--- config.mk ---
export PLATFORM = sky130hd
export DESIGN_NAME = tapasco_reset_sequencer
export DESIGN_NICKNAME = d
export VERILOG_FILES = /design/src/rtl/tapasco_reset_pkg.sv /design/src/rtl/tapasco_sync2.sv /design/src/rtl/tapasco_reset_sequencer.sv
export SDC_FILE = /design/constraint.sdc
export NUM_CORES = 1
export LEC_CHECK = 0
export CORE_AREA = 2 2 78 80
export DETAILED_ROUTE_END_ITERATION = 8
export DIE_AREA = 0 0 80 82
export PLACE_DENSITY_LB_ADDON = 0.25
export SLEW_MARGIN = 30
export SYNTH_ARGS = -nofsm -noshare
export SYNTH_HDL_FRONTEND = slang
export SYNTH_SLANG_ARGS = --single-unit
--- constraint.sdc ---
create_clock -name i_host_clk -period 2.45 [get_ports i_host_clk]
set_input_delay 0.49 -clock i_host_clk [delete_from_list [all_inputs] [get_ports i_host_clk]]
set_output_delay 0.49 -clock i_host_clk [all_outputs]
set_load 0.02 [all_outputs]
--- src/rtl/tapasco_reset_pkg.sv ---
// Shared types and default delays for the TaPaSCo reset sequencer.
package tapasco_reset_pkg;

    typedef enum logic [2:0] {
        ST_ASSERT,
        ST_WAIT_LOCK,
        ST_IC_RELEASED,
        ST_RUN,
        ST_DESIGN_RST
    } state_e;

    localparam int DEF_ASSERT_CYCLES = 16;
    localparam int DEF_PERIPH_DELAY  = 16;
    localparam int DEF_LOCK_TIMEOUT  = 65535;
    localparam int DEF_CNT_W         = 16;

    typedef struct packed {
        logic host_ic;
        logic design_ic;
        logic mem_ic;
        logic host_per;
        logic design_per;
        logic mem_per;
    } rst_vec_t;

    // Active-high reset pattern that each state drives onto the bridge.
    function automatic rst_vec_t reset_vec(input state_e s);
        rst_vec_t v;
        v = '1;
        case (s)
            ST_IC_RELEASED: v = '{host_ic: 1'b0, design_ic: 1'b0, mem_ic: 1'b0,
                                  host_per: 1'b1, design_per: 1'b1, mem_per: 1'b1};
            ST_RUN:         v = '0;
            ST_DESIGN_RST:  v = '{host_ic: 1'b0, design_ic: 1'b0, mem_ic: 1'b0,
                                  host_per: 1'b0, design_per: 1'b1, mem_per: 1'b0};
            default:        v = '1;
        endcase
        return v;
    endfunction

endpackage

--- src/rtl/tapasco_sync2.sv ---
// Two-flop synchronizer for an asynchronous level input.
module tapasco_sync2 (
    input  logic clk_i,
    input  logic rst_i,
    input  logic d_i,
    output logic q_o
);

    logic meta_q;
    logic sync_q;

    always_ff @(posedge clk_i or posedge rst_i) begin
        if (rst_i) begin
            meta_q <= 1'b0;
            sync_q <= 1'b0;
        end else begin
            meta_q <= d_i;
            sync_q <= meta_q;
        end
    end

    assign q_o = sync_q;

endmodule

--- src/rtl/tapasco_reset_sequencer.sv ---
// Sequences host/design/mem interconnect and peripheral resets on clock lock,
// and serves software full resets and design-only reset pulses.
module tapasco_reset_sequencer
    import tapasco_reset_pkg::*;
#(
    parameter int ASSERT_CYCLES = DEF_ASSERT_CYCLES,
    parameter int PERIPH_DELAY  = DEF_PERIPH_DELAY,
    parameter int LOCK_TIMEOUT  = DEF_LOCK_TIMEOUT,
    parameter int CNT_W         = DEF_CNT_W
) (
    input  logic i_host_clk,
    input  logic i_reset,
    input  logic i_mem_locked,
    input  logic i_design_locked,
    input  logic i_sw_reset_req,
    input  logic i_design_reset_req,
    output logic o_host_interconnect_reset,
    output logic o_host_interconnect_resetn,
    output logic o_design_interconnect_reset,
    output logic o_design_interconnect_resetn,
    output logic o_mem_interconnect_reset,
    output logic o_mem_interconnect_resetn,
    output logic o_host_peripheral_reset,
    output logic o_host_peripheral_resetn,
    output logic o_design_peripheral_reset,
    output logic o_design_peripheral_resetn,
    output logic o_mem_peripheral_reset,
    output logic o_mem_peripheral_resetn,
    output logic o_busy,
    output logic o_lock_timeout
);

    localparam logic [CNT_W-1:0] ASSERT_LAST = CNT_W'(ASSERT_CYCLES - 1);
    localparam logic [CNT_W-1:0] PERIPH_LAST = CNT_W'(PERIPH_DELAY - 1);
    localparam logic [CNT_W-1:0] TIMEOUT_MAX = CNT_W'(LOCK_TIMEOUT);
    localparam logic [CNT_W-1:0] CNT_ONE     = CNT_W'(1);

    logic mem_locked, design_locked, locked, lock_lost;
    logic locked_prev_q;
    state_e state_q, state_d;
    logic [CNT_W-1:0] cnt_q, cnt_d;
    logic timeout_q, timeout_d;
    rst_vec_t rst_q, rst_d;
    logic busy_q, busy_d;

    tapasco_sync2 u_sync_mem (
        .clk_i (i_host_clk),
        .rst_i (i_reset),
        .d_i   (i_mem_locked),
        .q_o   (mem_locked)
    );

    tapasco_sync2 u_sync_design (
        .clk_i (i_host_clk),
        .rst_i (i_reset),
        .d_i   (i_design_locked),
        .q_o   (design_locked)
    );

    assign locked    = mem_locked & design_locked;
    // Loss of lock is an event, so ASSERT can keep counting while unlocked.
    assign lock_lost = locked_prev_q & ~locked;

    always_ff @(posedge i_host_clk or posedge i_reset) begin
        if (i_reset) begin
            state_q       <= ST_ASSERT;
            cnt_q         <= '0;
            timeout_q     <= 1'b0;
            locked_prev_q <= 1'b0;
            rst_q         <= '1;
            busy_q        <= 1'b1;
        end else begin
            state_q       <= state_d;
            cnt_q         <= cnt_d;
            timeout_q     <= timeout_d;
            locked_prev_q <= locked;
            rst_q         <= rst_d;
            busy_q        <= busy_d;
        end
    end

    always_comb begin
        state_d   = state_q;
        cnt_d     = cnt_q + CNT_ONE;
        timeout_d = i_sw_reset_req ? 1'b0 : timeout_q;
        if (i_sw_reset_req || lock_lost) begin
            state_d = ST_ASSERT;
            cnt_d   = '0;
        end else begin
            case (state_q)
                ST_ASSERT: begin
                    if (cnt_q == ASSERT_LAST) begin
                        state_d = ST_WAIT_LOCK;
                        cnt_d   = '0;
                    end
                end
                ST_WAIT_LOCK: begin
                    if (locked) begin
                        state_d = ST_IC_RELEASED;
                        cnt_d   = '0;
                    end else begin
                        if (cnt_q == TIMEOUT_MAX) cnt_d = cnt_q;
                        if (cnt_d == TIMEOUT_MAX) timeout_d = 1'b1;
                    end
                end
                ST_IC_RELEASED: begin
                    if (cnt_q == PERIPH_LAST) begin
                        state_d = ST_RUN;
                        cnt_d   = '0;
                    end
                end
                ST_RUN: begin
                    cnt_d = '0;
                    if (i_design_reset_req) state_d = ST_DESIGN_RST;
                end
                ST_DESIGN_RST: begin
                    if (i_design_reset_req) begin
                        cnt_d = '0;
                    end else if (cnt_q == PERIPH_LAST) begin
                        state_d = ST_RUN;
                        cnt_d   = '0;
                    end
                end
                default: begin
                    state_d = ST_ASSERT;
                    cnt_d   = '0;
                end
            endcase
        end
    end

    // Outputs are registered copies of the next-state decode.
    always_comb begin
        rst_d  = reset_vec(state_d);
        busy_d = (state_d != ST_RUN);
    end

    assign o_host_interconnect_reset    = rst_q.host_ic;
    assign o_host_interconnect_resetn   = ~rst_q.host_ic;
    assign o_design_interconnect_reset  = rst_q.design_ic;
    assign o_design_interconnect_resetn = ~rst_q.design_ic;
    assign o_mem_interconnect_reset     = rst_q.mem_ic;
    assign o_mem_interconnect_resetn    = ~rst_q.mem_ic;
    assign o_host_peripheral_reset      = rst_q.host_per;
    assign o_host_peripheral_resetn     = ~rst_q.host_per;
    assign o_design_peripheral_reset    = rst_q.design_per;
    assign o_design_peripheral_resetn   = ~rst_q.design_per;
    assign o_mem_peripheral_reset       = rst_q.mem_per;
    assign o_mem_peripheral_resetn      = ~rst_q.mem_per;
    assign o_busy                       = busy_q;
    assign o_lock_timeout               = timeout_q;

endmodule

==> After elaboration in Yosys (flattened, before gate mapping) <==
Index checks and enable logic that the tools add are counted.
{ "totals": {"ff_bits": 32, "out_inout_bits": 14, "word_cells": 61} }
{ "op_classes": {"addsub": 1, "n_eq_ne": 11, "n_mux": 22, "n_bitwise": 9, "reduce_logical": 3} }
{ "op_table": {"columns": ["op", "n"], "rows": [
  ["$mux 16", 8],
  ["$pmux 16 s3", 1],
  ["$eq 16x16->1 const B", 2],
  ["$mux 3", 6],
  ["$pmux 6 s3", 1],
  ["$add 16x1->16 const B", 1],
  ["$eq 16x4->1 const B", 1],
  ["$pmux 3 s5", 1],
  ["$eq 3x2->1 const B", 4],
  ["$not 1->1", 7],
  ["$eq 3x3->1 const B", 2],
  ["$mux 1", 5],
  ["$eq 3x1->1 const B", 1],
  ["$logic_not 3->1", 1],
  ["$ne 3x2->1 const B", 1],
  ["$and 1x1->1", 2],
  ["$reduce_or 2->1", 1],
  ["$logic_or 1x1->1", 1]
]} }

==> Logic depth before layout (Yosys ltp) <==
{ "depth": {"ltp_word": 10, "mapped_depth": 10, "depth_no_buf": 6} }

==> By module <==
From an unflattened synthesis, not the netlist that was laid out.
{ "unflattened": {"cells_unflattened": 208, "area_unflattened_um2": 1841.8} }
{ "modules_own_cells": {"columns": ["mod", "n_inst", "cells_each", "area_per_inst_um2"], "rows": [
  ["tapasco_reset_sequencer", 1, 202, 1734.2],
  ["tapasco_sync2", 2, 3, 53.8]
]} }

==> Worst setup path before layout <==
OpenSTA, ideal clock, no wires.
{ "synth_path": {"path_type": "flip-flop to flip-flop", "from": "reg cnt_q[1]", "to": "reg cnt_q[5]", "setup_time_ns": 0.079, "t_arrival_ns": 1.979, "t_required_ns": 2.371, "slack_ns": 0.391, "path_stages_with_launch": 11, "n_path_buf": 4, "synth_period_minus_slack_ns": 2.059, "cell_sequence": "dfrtp_1 ha_1 buf_2 and3_1 clkbuf_1 and4_1 clkbuf_1 o21ai_1 buf_2 nand2_1 a21oi_1"} }
{ "synth_via": {"elab_chain_cells": 8, "word_cells_on_any_way": 12} }
{ "synth_rtl": {"columns": ["element", "line_no", "rtl"], "rows": [
  ["start, declared", "tapasco_reset_sequencer.sv:41", "logic [CNT_W-1:0] cnt_q, cnt_d;"],
  ["start signal, assigned", "tapasco_reset_sequencer.sv:74", "cnt_q <= cnt_d;"],
  ["$add 16x1->16 or $eq 16x16->1 (tied branches)", "tapasco_reset_sequencer.sv:84, tapasco_reset_sequencer.sv:102", null],
  ["$mux 16", "tapasco_reset_sequencer.sv:102", "if (cnt_q == TIMEOUT_MAX) cnt_d = cnt_q;"],
  ["$mux 16", "tapasco_reset_sequencer.sv:98", "if (locked) begin"],
  ["$mux 16", "tapasco_reset_sequencer.sv:90", "case (state_q)"],
  ["$mux 16", "tapasco_reset_sequencer.sv:86", "if (i_sw_reset_req || lock_lost) begin"],
  ["$mux 16", "tapasco_reset_sequencer.sv:98", null],
  ["$pmux 16 s3 (*)", "tapasco_reset_sequencer.sv:90", null],
  ["$mux 16 (*)", "tapasco_reset_sequencer.sv:86", null],
  ["via cnt_d[5]", "tapasco_reset_sequencer.sv:41", null]
]} }
The timed path passes the listed nets; every way through them passes the cells marked *. The select of a mux whose other input is x is not followed.

==> Final worst setup path <==
{ "layout_path": {"from": "reg cnt_q[0]", "to": "reg cnt_q[0]"} }
Same word-level chain as after synthesis.

==> impl_metrics.toml <==
[cells_and_area]
multi_input_comb_area_um2 = 971
final_area_mm2 = 0.00224
final_nets = 235
drive_above_1_share_pct = 15.3
fin_util_pct = 39.0
area_growth_pct = 16.8
seqCellArea_um2 = 731
n_antenna_cell = 0
fillers = 597
final_cell_mix = "25 x nand2_1, 25 x a21oi_1, 25 x dfrtp_1"

[route]
wirelength_um = 4280
num_vias = 1608
routedWlPerCell_um = 14.1
via_per_inst = 5.29
drt_first_pass_iters = 4
drc_errors = 0
ant_nets = 0
drt_iter0_markers = 98

[place]
gp_congestion = 0.970
placed_area_mm2 = 0.00211
dp_hpwl_um = 3040
io_buffers = 19
dp_slack_ps = 40.2

[cts]
clkSinkCount = 29
cts_max_path_buffers = 2
cts_root_buf = "clkbuf_8"
cts_tree = "built"
numCtsBuffers = 5
cts_max_level = 2
path_clk_slew_ps = 70
postCtsSetupRepairBufs = 0
clkLatencyLatePin_ps = 280

[global_route]
grt_pass1_wl_um = 7180
use_met1_pct = 18.0
antenna_found_initial = 0
grt_use_met2_pct = 22.9
grtUsageTotal_pct = 14.3
use_met3_pct = 3.08
grt_pass1_vias = 1481
grt-ovfl-total = 0
grt_start_max_net_pins = 30
busiest_layer = "met2"

[synth]
syn_avg_cell_area_um2 = 8.89
yosysWarnings = 0
synth_compound_area_share_pct = 17.9
synthAdderAreaFrac_pct = 0.652
syn_area_mm2 = 0.00192
synth_edf_count = 0
syn_nets = 223
synthMuxAreaShare_pct = 1.11
async_flop_share_pct = 100
post_synth_and_or_nand_nor_area_fraction_pct = 23.8
synth_top_family_by_area = "simple AND/OR/NAND/NOR gates"
synth-xor-area-share_pct = 6.39
seq_area_frac_synth_pct = 38.1
synth_cell_types = 51
synth-seq-cells = 29
synthCells = 216
synthFlopType = "dfrtp_1"

[floorplanning]
rows = 28
io_pins = 20
fp.dieArea_mm2 = 0.00656
die_h_um = 82
die_x_um = 80
coreArea_mm2 = 0.00575
initial_core_util_pct = 33.4

[setup_path]
cp_data_required_time_ps = 2650
end_kind = "register"
crit_type = "register to register"
path_cells = "ha_2, nand4_1, or4_1, buf_4, a211oi_1"
startpoint_type = "register"
slowest_stage = "or4_1"
path_max_fanout = 11
critical_path.max_stage_delay_ps = 580
path_delay_family = "simple AND/OR/NAND/NOR gates"
path_buf_inv = 1
arrival_ps = 2380

[timing]
hold_viol = 0
setup_tns_ps = 0
maxSlewHeadroom_pct = 73.2
post-route-min-period_ps = 2180
rsz0062_at_grt = "no"
hold_slack_ps = 351
setup_viol = 0
worst_pin_slew_ps = 402
fin_ws_ps = 265
fin_skew_ps = 8.23
post-route-period-util_pct = 89.2
maxSlewViolCount = 0
timing.fmax_mhz = 458

[pwr]
p_leak_nw = 0.921
p_per_area_mw_per_mm2 = 482
ir_worst_vdd_mv = 0.203

[run_status]
status = "complete, no violations"

[hold_path]
hold_path.class = "register to register"

[run]
max-cap-violations = 0
-- routing by layer --
metal	routed length, µm	vias to the layer above	share of wire (%)
met5	0	-	0
met4	133	0	3.1
met3	185	10	4.3
met2	2030	42	47
met1	1930	773	45
li1	-	783	-
-- where the power goes --
group          switching [W]  internal [W]  total (W)
Sequential         0.0000110      0.000487   0.000498
Combinational      0.0000372     0.0000263  0.0000635
Clock               0.000188      0.000331   0.000519
-- final cells by class --
| cell class | count | area share [%] |
|---|---|---|
| repair buffers | 33 | 13.2 |
| inverters | 9 | 1.51 |
| flip-flops and latches | 29 | 32.6 |
| clock inverters | 1 | 1.34 |
| well taps | 75 | 4.19 |
| multi-input cells | 150 | 43.3 |
| clock buffers | 7 | 3.85 |
-- cell families (layout without fill, tap and decap cells) --
kind of cell,Yosys count,count (layout)
AOI/OAI and AO/OA,54,54
xor gates and xnor gates,14,14
adders and majority gates,1,1
buffers and inverters,37,50
DFF,29,29
muxes,2,2
and+or+nand+nor,79,79
-- worst reg2reg max path, stage by stage (launching register included) --
cell and delay (ps):
dfrtp_1 550, ha_2 350, nand4_1 200, or4_1 580
buf_4 200, a211oi_1 220
-- synthesized netlist by cell type, drive strengths merged (2+ instances only) --
| cell type | instances | area, µm² |
|---|---|---|
| nor4 | 4 | 25.0 |
| and4 | 3 | 26.3 |
| and3 | 5 | 32.5 |
| o311ai | 2 | 17.5 |
| a31oi | 5 | 31.3 |
| nand2b | 3 | 18.8 |
| o31ai | 3 | 22.5 |
| xor2 | 8 | 70.1 |
| a21o | 2 | 15.0 |
| dfstp | 4 | 105 |
| nor2 | 7 | 33.8 |
| buf | 19 | 164 |
| or4 | 2 | 18.8 |
| nand2 | 25 | 93.8 |
| inv | 9 | 33.8 |
| clkbuf | 9 | 33.8 |
| dfrtp | 25 | 626 |
| nor3 | 5 | 25.0 |
| o22ai | 3 | 18.8 |
| xnor2 | 6 | 52.6 |
| a21oi | 25 | 125 |
| nor2b | 2 | 12.5 |
| nand3 | 9 | 62.6 |
| o21ai | 7 | 35.0 |
| nand4 | 7 | 50.1 |
-- registers in the layout, summed over array words and instances, names as in the netlist --
| name | flops |
|---|---|
| cnt_q | 16 |
| locked_prev_q | 1 |
| o_busy | 1 |
| o_design_interconnect_reset | 1 |
| o_design_peripheral_reset | 1 |
| o_host_peripheral_reset | 1 |
| o_lock_timeout | 1 |
| state_q | 3 |
| u_sync_design.meta_q | 1 |
| u_sync_design.q_o | 1 |
| u_sync_mem.meta_q | 1 |
| u_sync_mem.q_o | 1 |
-- worst paths after layout --
kind	startpoint	endpoint	slack (ps)	cells past startpoint
worst min register to register	u_sync_design.meta_q	u_sync_design.q_o	350	0
max in group asynchronous	i_reset	o_busy	1560	3
worst max register to register	cnt_q[0]	cnt_q[0]	270	5
worst min-delay path	u_sync_design.meta_q	u_sync_design.q_o	350	0
worst max-delay path	cnt_q[0]	cnt_q[0]	270	5
min in group asynchronous	i_reset	cnt_q[12]	570	3
-- per-stage QoR --
| step | instances | power [W] |
|---|---|---|
| floorplan | 216 | 0.000544 |
| CTS | 304 | 0.00110 |
| global placement | 296 | 0.000571 |
| global route | 304 | 0.00112 |
| detailed placement | 296 | 0.000570 |
| finish | 304 | 0.00108 |
-- timing repair --
item | CTS | global route
endpoints found under the setup margin | 0 | 3
hold buffers | 0 | 0
gates resized for setup | 0 | 3
hold endpoints to repair | 0 | 0
No activity file was read; power rests on OpenSTA's default activity.
